`src/rtl/instr_fetch_unit.sv`:
```
// ============================================================================
// instr_fetch_unit
// ----------------------------------------------------------------------------
// Purpose:
//   Initiator side of the instruction-memory read interface. Owns the program
//   counter, drives word addresses to a combinational instruction memory and
//   captures every returned word, together with the address it came from,
//   into a small prefetch FIFO. The FIFO head is offered to decode over a
//   valid/ready handshake. Redirects (branch/jump) flush the FIFO and restart
//   fetch; misaligned or out-of-range fetch addresses raise a sticky fault
//   that blocks further fetching until the next redirect or reset.
//
// Parameters:
//   RESET_PC    PC loaded on reset
//   MEM_WORDS   number of 32-bit words in instruction memory
//   FIFO_DEPTH  prefetch buffer entries (power of two, at least 2)
//
// Ports:
//   clk             system clock, rising edge
//   rst             synchronous active-high reset
//   fetch_en        permits new fetches when high
//   mem_addr        byte address to instruction memory (always the fetch PC)
//   mem_data        word returned by memory in the same cycle as mem_addr
//   instr_valid     FIFO head holds an instruction
//   instr_ready     consumer accepts the head
//   instr           instruction word at the FIFO head
//   instr_pc        byte address the head was fetched from
//   redirect_valid  flush and restart fetch at redirect_pc
//   redirect_pc     new fetch address
//   fault           sticky, fetch blocked on an illegal PC
//   level           current FIFO occupancy
// ============================================================================
module instr_fetch_unit #(
   parameter logic [31:0] RESET_PC   = 32'h0000_0000,
   parameter int          MEM_WORDS  = 16,
   parameter int          FIFO_DEPTH = 2
) (
   input  logic                               clk,
   input  logic                               rst,
   input  logic                               fetch_en,
   output logic [31:0]                        mem_addr,
   input  logic [31:0]                        mem_data,
   output logic                               instr_valid,
   input  logic                               instr_ready,
   output logic [31:0]                        instr,
   output logic [31:0]                        instr_pc,
   input  logic                               redirect_valid,
   input  logic [31:0]                        redirect_pc,
   output logic                               fault,
   output logic [$clog2(FIFO_DEPTH+1)-1:0]    level
);

   localparam int PTR_W = $clog2(FIFO_DEPTH);
   localparam int LVL_W = $clog2(FIFO_DEPTH + 1);

   // First byte address past the end of instruction memory.
   localparam logic [31:0] MEM_BYTES = 32'(MEM_WORDS * 4);

   localparam logic [LVL_W-1:0] FULL_LEVEL = LVL_W'(FIFO_DEPTH);
   localparam logic [LVL_W-1:0] ONE_LEVEL  = LVL_W'(1);
   localparam logic [PTR_W-1:0] ONE_PTR    = PTR_W'(1);

   // ------------------------------------------------------------------------
   // State
   // ------------------------------------------------------------------------
   logic [31:0]      fetchPc;
   logic             faultReg;
   logic [LVL_W-1:0] count;
   logic [PTR_W-1:0] wrPtr;
   logic [PTR_W-1:0] rdPtr;
   logic [31:0]      pcBuf   [FIFO_DEPTH];
   logic [31:0]      dataBuf [FIFO_DEPTH];

   // ------------------------------------------------------------------------
   // Control decode
   // ------------------------------------------------------------------------
   logic fifoFull;
   logic headPop;
   logic fetchOk;
   logic pcIllegal;
   logic pushEn;
   logic popEn;
   logic faultSet;

   // Decide what happens at the coming edge. A fetch is allowed whenever the
   // FIFO has room now or will have room because the head leaves this cycle,
   // which is what gives one instruction per cycle while the FIFO is full.
   // A redirect voids both the push and the pop: the whole FIFO is discarded
   // anyway, so the consumer must ignore any handshake in that cycle.
   always_comb begin
      fifoFull  = (count == FULL_LEVEL);
      headPop   = instr_valid && instr_ready;
      fetchOk   = fetch_en && !faultReg && (!fifoFull || headPop);
      pcIllegal = (fetchPc[1:0] != 2'b00) || (fetchPc >= MEM_BYTES);
      pushEn    = !redirect_valid && fetchOk && !pcIllegal;
      popEn     = !redirect_valid && headPop;
      faultSet  = !redirect_valid && fetchOk && pcIllegal;
   end

   // ------------------------------------------------------------------------
   // Program counter and sticky fault
   // ------------------------------------------------------------------------

   // The PC only moves on a successful push (by one word, wrapping modulo
   // 2^32) or on a redirect. When the PC turns out to be illegal it is left
   // where it is so the faulting address stays visible on mem_addr. The fault
   // can only be cleared by a redirect or a reset.
   always_ff @(posedge clk) begin
      if (rst) begin
         fetchPc  <= RESET_PC;
         faultReg <= 1'b0;
      end else if (redirect_valid) begin
         fetchPc  <= redirect_pc;
         faultReg <= 1'b0;
      end else begin
         if (pushEn) begin
            fetchPc <= fetchPc + 32'd4;
         end
         if (faultSet) begin
            faultReg <= 1'b1;
         end
      end
   end

   // ------------------------------------------------------------------------
   // Prefetch FIFO pointers and occupancy
   // ------------------------------------------------------------------------

   // Pointers are exactly log2(depth) bits wide, so with a power-of-two depth
   // they wrap on their own. The occupancy counter carries the full/empty
   // distinction that the equal-pointer case cannot. A flush simply rewinds
   // both pointers; the stale storage behind them is never presented because
   // instr_valid is derived from the counter.
   always_ff @(posedge clk) begin
      if (rst || redirect_valid) begin
         wrPtr <= '0;
         rdPtr <= '0;
         count <= '0;
      end else begin
         if (pushEn) begin
            wrPtr <= wrPtr + ONE_PTR;
         end
         if (popEn) begin
            rdPtr <= rdPtr + ONE_PTR;
         end
         unique case ({pushEn, popEn})
            2'b10:   count <= count + ONE_LEVEL;
            2'b01:   count <= count - ONE_LEVEL;
            default: count <= count;
         endcase
      end
   end

   // ------------------------------------------------------------------------
   // Prefetch FIFO storage
   // ------------------------------------------------------------------------

   // Each entry keeps the fetched word together with the address it came
   // from so decode can see the PC of every instruction. Reset clears the
   // storage so the head outputs read zero straight out of reset.
   always_ff @(posedge clk) begin
      if (rst) begin
         for (int i = 0; i < FIFO_DEPTH; i++) begin
            pcBuf[i]   <= '0;
            dataBuf[i] <= '0;
         end
      end else if (pushEn) begin
         pcBuf[wrPtr]   <= fetchPc;
         dataBuf[wrPtr] <= mem_data;
      end
   end

   // ------------------------------------------------------------------------
   // Outputs
   // ------------------------------------------------------------------------

   // All handshake outputs come straight from FIFO registers, so they hold
   // steady while the consumer stalls and nothing combinational from the
   // consumer side leaks into instr or instr_pc.
   always_comb begin
      mem_addr    = fetchPc;
      instr_valid = (count != '0);
      instr       = dataBuf[rdPtr];
      instr_pc    = pcBuf[rdPtr];
      fault       = faultReg;
      level       = count;
   end

endmodule

```
`config.mk`:
```
export PLATFORM = sky130hd
export DESIGN_NAME = instr_fetch_unit
export DESIGN_NICKNAME = d
export VERILOG_FILES = /design/src/rtl/instr_fetch_unit.sv
export SDC_FILE = /design/constraint.sdc
export NUM_CORES = 1
export LEC_CHECK = 0
export CAP_MARGIN = 20
export CORE_MARGIN = 2
export CORE_UTILIZATION = 38
export DETAILED_ROUTE_END_ITERATION = 8
export GPL_ROUTABILITY_DRIVEN = 0
export PLACE_DENSITY = 0.65
export SYNTH_ARGS = -nofsm -noshare
export SYNTH_HDL_FRONTEND = slang
export SYNTH_SLANG_ARGS = --single-unit
```
`constraint.sdc`:
```
create_clock -name clk -period 4.9 [get_ports clk]
set_input_delay 1.225 -clock clk [delete_from_list [all_inputs] [get_ports clk]]
set_output_delay 1.225 -clock clk [all_outputs]
set_load 0.05 [all_outputs]
```
==> qor.yml, run 1 <==
timing:
  fmax_mhz: 259
  drv_slew: 0
  skew_ns: 0.00862
  tns_ns: 0
  worst_pin_slew_ns: 0.822
  min_period_ns: 3.87
  setup_viol: 0
  hold_viol: 0
  max_slew_margin: 0.451
  fin_crit_sh: 0.789
  grt_setup_unrepaired: "false"
global_route:
  antenna_found_initial: 0
  grt_pass1_vias: 4776
  grt_pass1_wl_um: 24400
  grt_overflow: 0
  grt_max_degree: 44
  grt_usage: 0.157
final_layout:
  syn2layout_area_growth_pct: 37.6
  final_util: 0.533
  fillers: 1580
  nNetsFinal: 787
  drive_above_1_share: 0.261
  diodes: 0
detailed_routing:
  vias: 4521
  detail_route.drc_violations: 0
  ant_nets: 0
  via_per_inst: 4.70
  routed_wl_um: 15400
  dr.pass1.iters: 4
  initialDrtViolationCount: 222
  routedWlPerCell_um: 16.0
power:
  sw_frac_of_total: 0.236
  internal_power_w: 0.00255
  power_density_nw_per_um2: 336
  clockPowerShare: 0.396
  seqPwrFrac: 0.480
  power_switching_w: 0.000790
  vdd_drop_max_v: 0.000228
  p_leak_nw: 3.76
  comb_power_share: 0.123
worst_setup_path:
  cpMaxStageDelayCell: "clkdlybuf4s50_1"
  worstPathCellList: "buf_4 -> mux2_2 -> clkdlybuf4s50_1"
  r2r-end: "dataBuf[0][14]"
  crit_family: "buffers and inverters"
  cp_num_buf_inv: 2
  cp_max_fo: 31
  rrSetupSlack_ns: 2.12
  path_class: "reg -> out"
  worst_r2r_path_depth: 5
  reg2reg_from: "mem_addr[22]"
  max_stage_delay_ns: 0.71
  critPathArrivalTime_ns: 2.64
  crit_required_ns: 3.67
  cp-end-kind: "output pin"
  cp-start-kind: "flip-flop"
synthesis:
  async_flop_share: 0
  ys_seq_elements: 166
  yosysSeqAreaShare: 0.636
  syn_area_um2: 7240
  syn_inst: 494
  synth_cell_types: 45
  syn_area_per_cell_um2: 14.7
  synth_edf_count: 128
  synthFlopType: "edfxtp_1"
  yosysWarnings: 0
floorplanning:
  dieArea_um2: 20200
  rows: 50
  core_um2: 18700
  start_util: 0.387
  die_w_um: 142
  fp.dieH_um: 142
  io_pins: 169
clocking:
  cts_root_buf: "clkbuf_16"
  clkSinkCount: 166
  tritoncts: "done"
  clkTransAtPathRegs_ns: 0.06
  clock_path_buffers: 2
  cts_setup_buffers: 0
  postCtsHoldBufs: 0
  cts_buffers: 17
  insertion_delay_ns: 0.42
  cts_resized: 0
  htree_levels: 4
run_status:
  status: "completed"
hold_path:
  hold-path-endpoint: "fault"
  min_from: "fault"
  whs_path_depth: 1
  hold_class: "reg -> reg"
place:
  place.port_buffers: 168
  dp_hpwl_um: 10500
flow_run:
  maxCapViolations: 0
[sequential cells by signal (all words and copies together) (netlist names), named ones only]
name and count:
dataBuf 64, pcBuf 64, mem_addr 32, level 2, fault 1, rdPtr 1, wrPtr 1
[cell type report]
cell class                 count  area, µm²  area share
multi-input combinational    312       2500       0.251
timing repair buffer         180       1800       0.181
clock buffer                  28        583      0.0585
tap                          234        293      0.0294
clock inverter                 4       26.3     0.00264
inverter                      38        143      0.0143
sequential                   166       4610       0.463
[worst register-to-register path, stage by stage (launching register included)]
cell and delay (ns):
dfxtp_1 0.33, nor4_1 0.45, and3_1 0.51, nand4b_4 0.70, buf_4 0.50, nor3_2 0.14
[cells in the final DEF, fill, tap and decap left out, types with 9 or more instances in the layout]
cell	count
buf_4	9
clkbuf_16	21
clkdlybuf4s50_1	167
conb_1	56
dfxtp_1	36
edfxtp_1	128
inv_1	36
mux2_2	64
mux2i_1	28
nor2_1	32
nor3_2	71
[synth_stat cells (all sizes together) (5+ instances only)]
cell / n / area share
clkbuf: 20 / 0.010
buf: 13 / 0.016
nor3: 77 / 0.10
mux2i: 28 / 0.039
nor4: 8 / 0.0078
edfxtp: 128 / 0.53
inv: 38 / 0.020
dfxtp: 38 / 0.11
mux2: 64 / 0.10
nand2: 5 / 0.0026
nor2: 32 / 0.017
[power groups by stage]
stage | clock [W] | sequential (W) | combinational (W)
finish | 0.00133 | 0.00161 | 0.000412
global route | 0.00142 | 0.00161 | 0.000437
CTS | 0.00136 | 0.00161 | 0.000415
detailed placement | 0 | 0.00164 | 0.000413
global placement | 0 | 0.00163 | 0.000410
floorplan | 0 | 0.00168 | 0.000196
[per-layer routing]
metal	wire length (µm)	up-vias	global-route usage
li1	-	2192	-
met1	6290	2174	0.184
met2	7990	137	0.272
met3	847	18	0.0441
met4	247	0	0.0637
met5	0	-	0
[how the worst max path moves through the flow]
stage,end,slack (ns),depth (start not counted)
2_1_floorplan,dataBuf[1][0],1.09,4
3_3_place_gp,pcBuf[0][16],1.13,6
3_5_place_dp,dataBuf[0][14],1.07,6
4_1_cts,instr[29],0.96,3
5_1_grt,instr_pc[21],0.90,3
6_report,instr_pc[26],1.03,3
[metrics by stage]
stage | cell area [µm²] | hold slack [ns] | power [W] | cells | setup slack, ns
after detailed placement | 9330 | 0.489 | 0.00205 | 929 | 1.07
after CTS | 9940 | 0.515 | 0.00339 | 961 | 0.963
after global placement | 9330 | 0.499 | 0.00204 | 929 | 1.13
after global routing | 9960 | 0.553 | 0.00347 | 962 | 0.899
final | 9960 | 0.500 | 0.00334 | 962 | 1.03
after floorplan | 7440 | 0.520 | 0.00188 | 549 | 1.09
[cells by family (layout without fill, tap and decap cells)]
group,Yosys count,count (layout),share of synthesized area
compound gates,17,17,0.0175
xor+xnor,4,4,0.00484
fa+ha+maj,3,3,0.00519
buf+inv,71,250,0.0465
flops,166,166,0.636
mux,92,92,0.138
other cells,1,56,0.000518
simple gates,140,140,0.151
(Power assumes the default switching activity.)
==> inputs of run 2 (changes only) <==
--- a/config.mk
+++ b/config.mk
@@ -10,7 +10,7 @@
 export CORE_UTILIZATION = 38
 export DETAILED_ROUTE_END_ITERATION = 8
 export GPL_ROUTABILITY_DRIVEN = 0
-export PLACE_DENSITY = 0.65
+export PLACE_DENSITY = 0.67
 export SYNTH_ARGS = -nofsm -noshare
 export SYNTH_HDL_FRONTEND = slang
 export SYNTH_SLANG_ARGS = --single-unit
==> constraint.sdc (replaced) <==
create_clock -name clk -period 3.3 [get_ports clk]
set_input_delay 0.825 -clock clk [delete_from_list [all_inputs] [get_ports clk]]
set_output_delay 0.825 -clock clk [all_outputs]
set_load 0.05 [all_outputs]
==> run 2 against run 1 <==
  * Critical path depth did not move
  * Largest power group unchanged
  * Via count rose by 0.33%
  * Setup slack worse by 0.79 ns
  * Count of clock-buffer cells in the layout is 1 lower
  * Utilization increased by 0.094 points
  * Clock power up 45%
  * Die area is the same
  * Cell count unchanged
==> qor.yml, run 2 (same netlist as run 1, synthesis figures left out) <==
detailed_routing:
  dr.pass1.iters: 4
  met1_length_um: 6420
  detail_route.drc_violations: 0
  routed_wl_um: 15200
  routed.top_layer: "met4"
  via_per_inst: 4.72
  ant_nets: 0
  dr_wl_met3_um: 946
  initialDrtViolationCount: 194
  vias: 4536
  routedWlPerCell_um: 15.8
  wl_met2_um: 7620
clocking:
  cts_resized: 0
  clock_path_buffers: 2
  cts_buffers: 17
  cts_setup_buffers: 0
  insertion_delay_ns: 0.42
  htree_levels: 4
  postCtsHoldBufs: 0
  tritoncts: "done"
  clkSinkCount: 166
  cts_root_buf: "clkbuf_16"
  clkTransAtPathRegs_ns: 0.06
final_layout:
  layoutNonFillerInstCount: 962
  final_cell_mix: "clkdlybuf4s50_1, edfxtp_1, nor3_2"
  multi_input_area_um2: 2500
  final_common_cell: "clkdlybuf4s50_1"
  drive_above_1_share: 0.261
  syn2layout_area_growth_pct: 37.9
  seq_area_um2: 4610
  fillers: 1573
  nNetsFinal: 787
  diodes: 0
timing:
  grt_setup_unrepaired: "false"
  fmax_mhz: 327
  whs_ns: 0.533
  tns_ns: 0
  hold_viol: 0
  setup_viol: 0
  worst_pin_slew_ns: 0.644
  skew_ns: 0.0120
  min_period_ns: 3.06
  fin_crit_sh: 0.926
  max_slew_margin: 0.570
  drv_slew: 0
power:
  p_leak_nw: 3.76
  p_total_w: 0.00493
  power_density_nw_per_um2: 494
  vdd_drop_max_v: 0.000357
floorplanning:
  io_pins: 169
  core_um2: 18700
  die_w_um: 142
  dieArea_um2: 20200
  fp.dieH_um: 142
  start_util: 0.387
  rows: 50
global_route:
  grt_usage: 0.155
  grt_pass1_wl_um: 24100
  grt_overflow: 0
  grt_pass1_vias: 4796
  grt_max_degree: 65
  antenna_found_initial: 0
worst_setup_path:
  path_class: "reg -> out"
  rrSetupSlack_ns: 0.86
  worst_r2r_path_depth: 5
  reg2reg_from: "mem_addr[31]"
  cpMaxStageDelayCell: "clkdlybuf4s50_1"
  cp_num_buf_inv: 2
  cp-end-kind: "output pin"
  crit_required_ns: 2.47
  crit_family: "buffers and inverters"
  critPathArrivalTime_ns: 2.23
  r2r-end: "pcBuf[0][29]"
  worstSetupEndpoint: "instr_pc[2]"
  max_stage_delay_ns: 0.71
  cp-start-kind: "flip-flop"
  worstPathCellList: "buf_12 -> mux2_2 -> clkdlybuf4s50_1"
  crit_cells: 3
  cp_max_fo: 64
hold_path:
  hold_class: "reg -> reg"
  whs_path_depth: 2
place:
  placedCellCount: 930
  place.port_buffers: 168
  dp_hpwl_um: 9900
run_status:
  status: "completed"
flow_run:
  maxCapViolations: 0
## run 2: cell count changes in the layout (fill, tap and decap cells not counted), sizes merged
cell    previous run  this run
clkbuf            28        27
clkinv             2         3
## run 2: power by group
part | total, W | leakage, nW | internal, W | switching (W)
clock | 0.00193 | 0.297 | 0.00116 | 0.000770
sequential | 0.00238 | 1.60 | 0.00235 | 0.0000395
combinational | 0.000617 | 1.86 | 0.000238 | 0.000379
total | 0.00493 | 3.76 | 0.00375 | 0.00119
## run 2: worst min path at each step
stage	start	to
global placement	mem_addr[27]	mem_addr[27]
floorplan	rdPtr	flip-flop
detailed placement	mem_addr[22]	mem_addr[22]
finish	mem_addr[21]	mem_addr[21]
global route	mem_addr[21]	mem_addr[21]
CTS	mem_addr[21]	mem_addr[21]
## run 2: per-layer routing
layer	vias to the layer above	global-route usage
met5	-	0
met4	0	0.0553
met3	14	0.0458
met2	149	0.270
met1	2185	0.183
li1	2188	-
## run 2: through the flow
step | setup WS [ns] | instance area (µm²) | utilization
3_5_place_dp | 0.282 | 9390 | 0.502
6_report | 0.245 | 9980 | 0.533
5_1_grt | 0.163 | 9980 | 0.533
2_1_floorplan | 0.448 | 7450 | -
3_3_place_gp | 0.329 | 9390 | 0.502
4_1_cts | 0.209 | 9980 | 0.533
## run 2: worst register-to-register path, stage by stage (launching register included)
cell     delay, ns
dfxtp_1       0.33
nor4_1        0.45
and3_1        0.52
and3_4        0.29
a21o_2        0.15
buf_12        0.32
## run 2: cell type report
cell class / count / area share
Sequential cell: 166 / 0.462
Multi-Input combinational cell: 312 / 0.251
Timing Repair Buffer: 180 / 0.185
Clock buffer: 27 / 0.0559
Tap cell: 234 / 0.0293
Inverter: 38 / 0.0143
Clock inverter: 5 / 0.00313
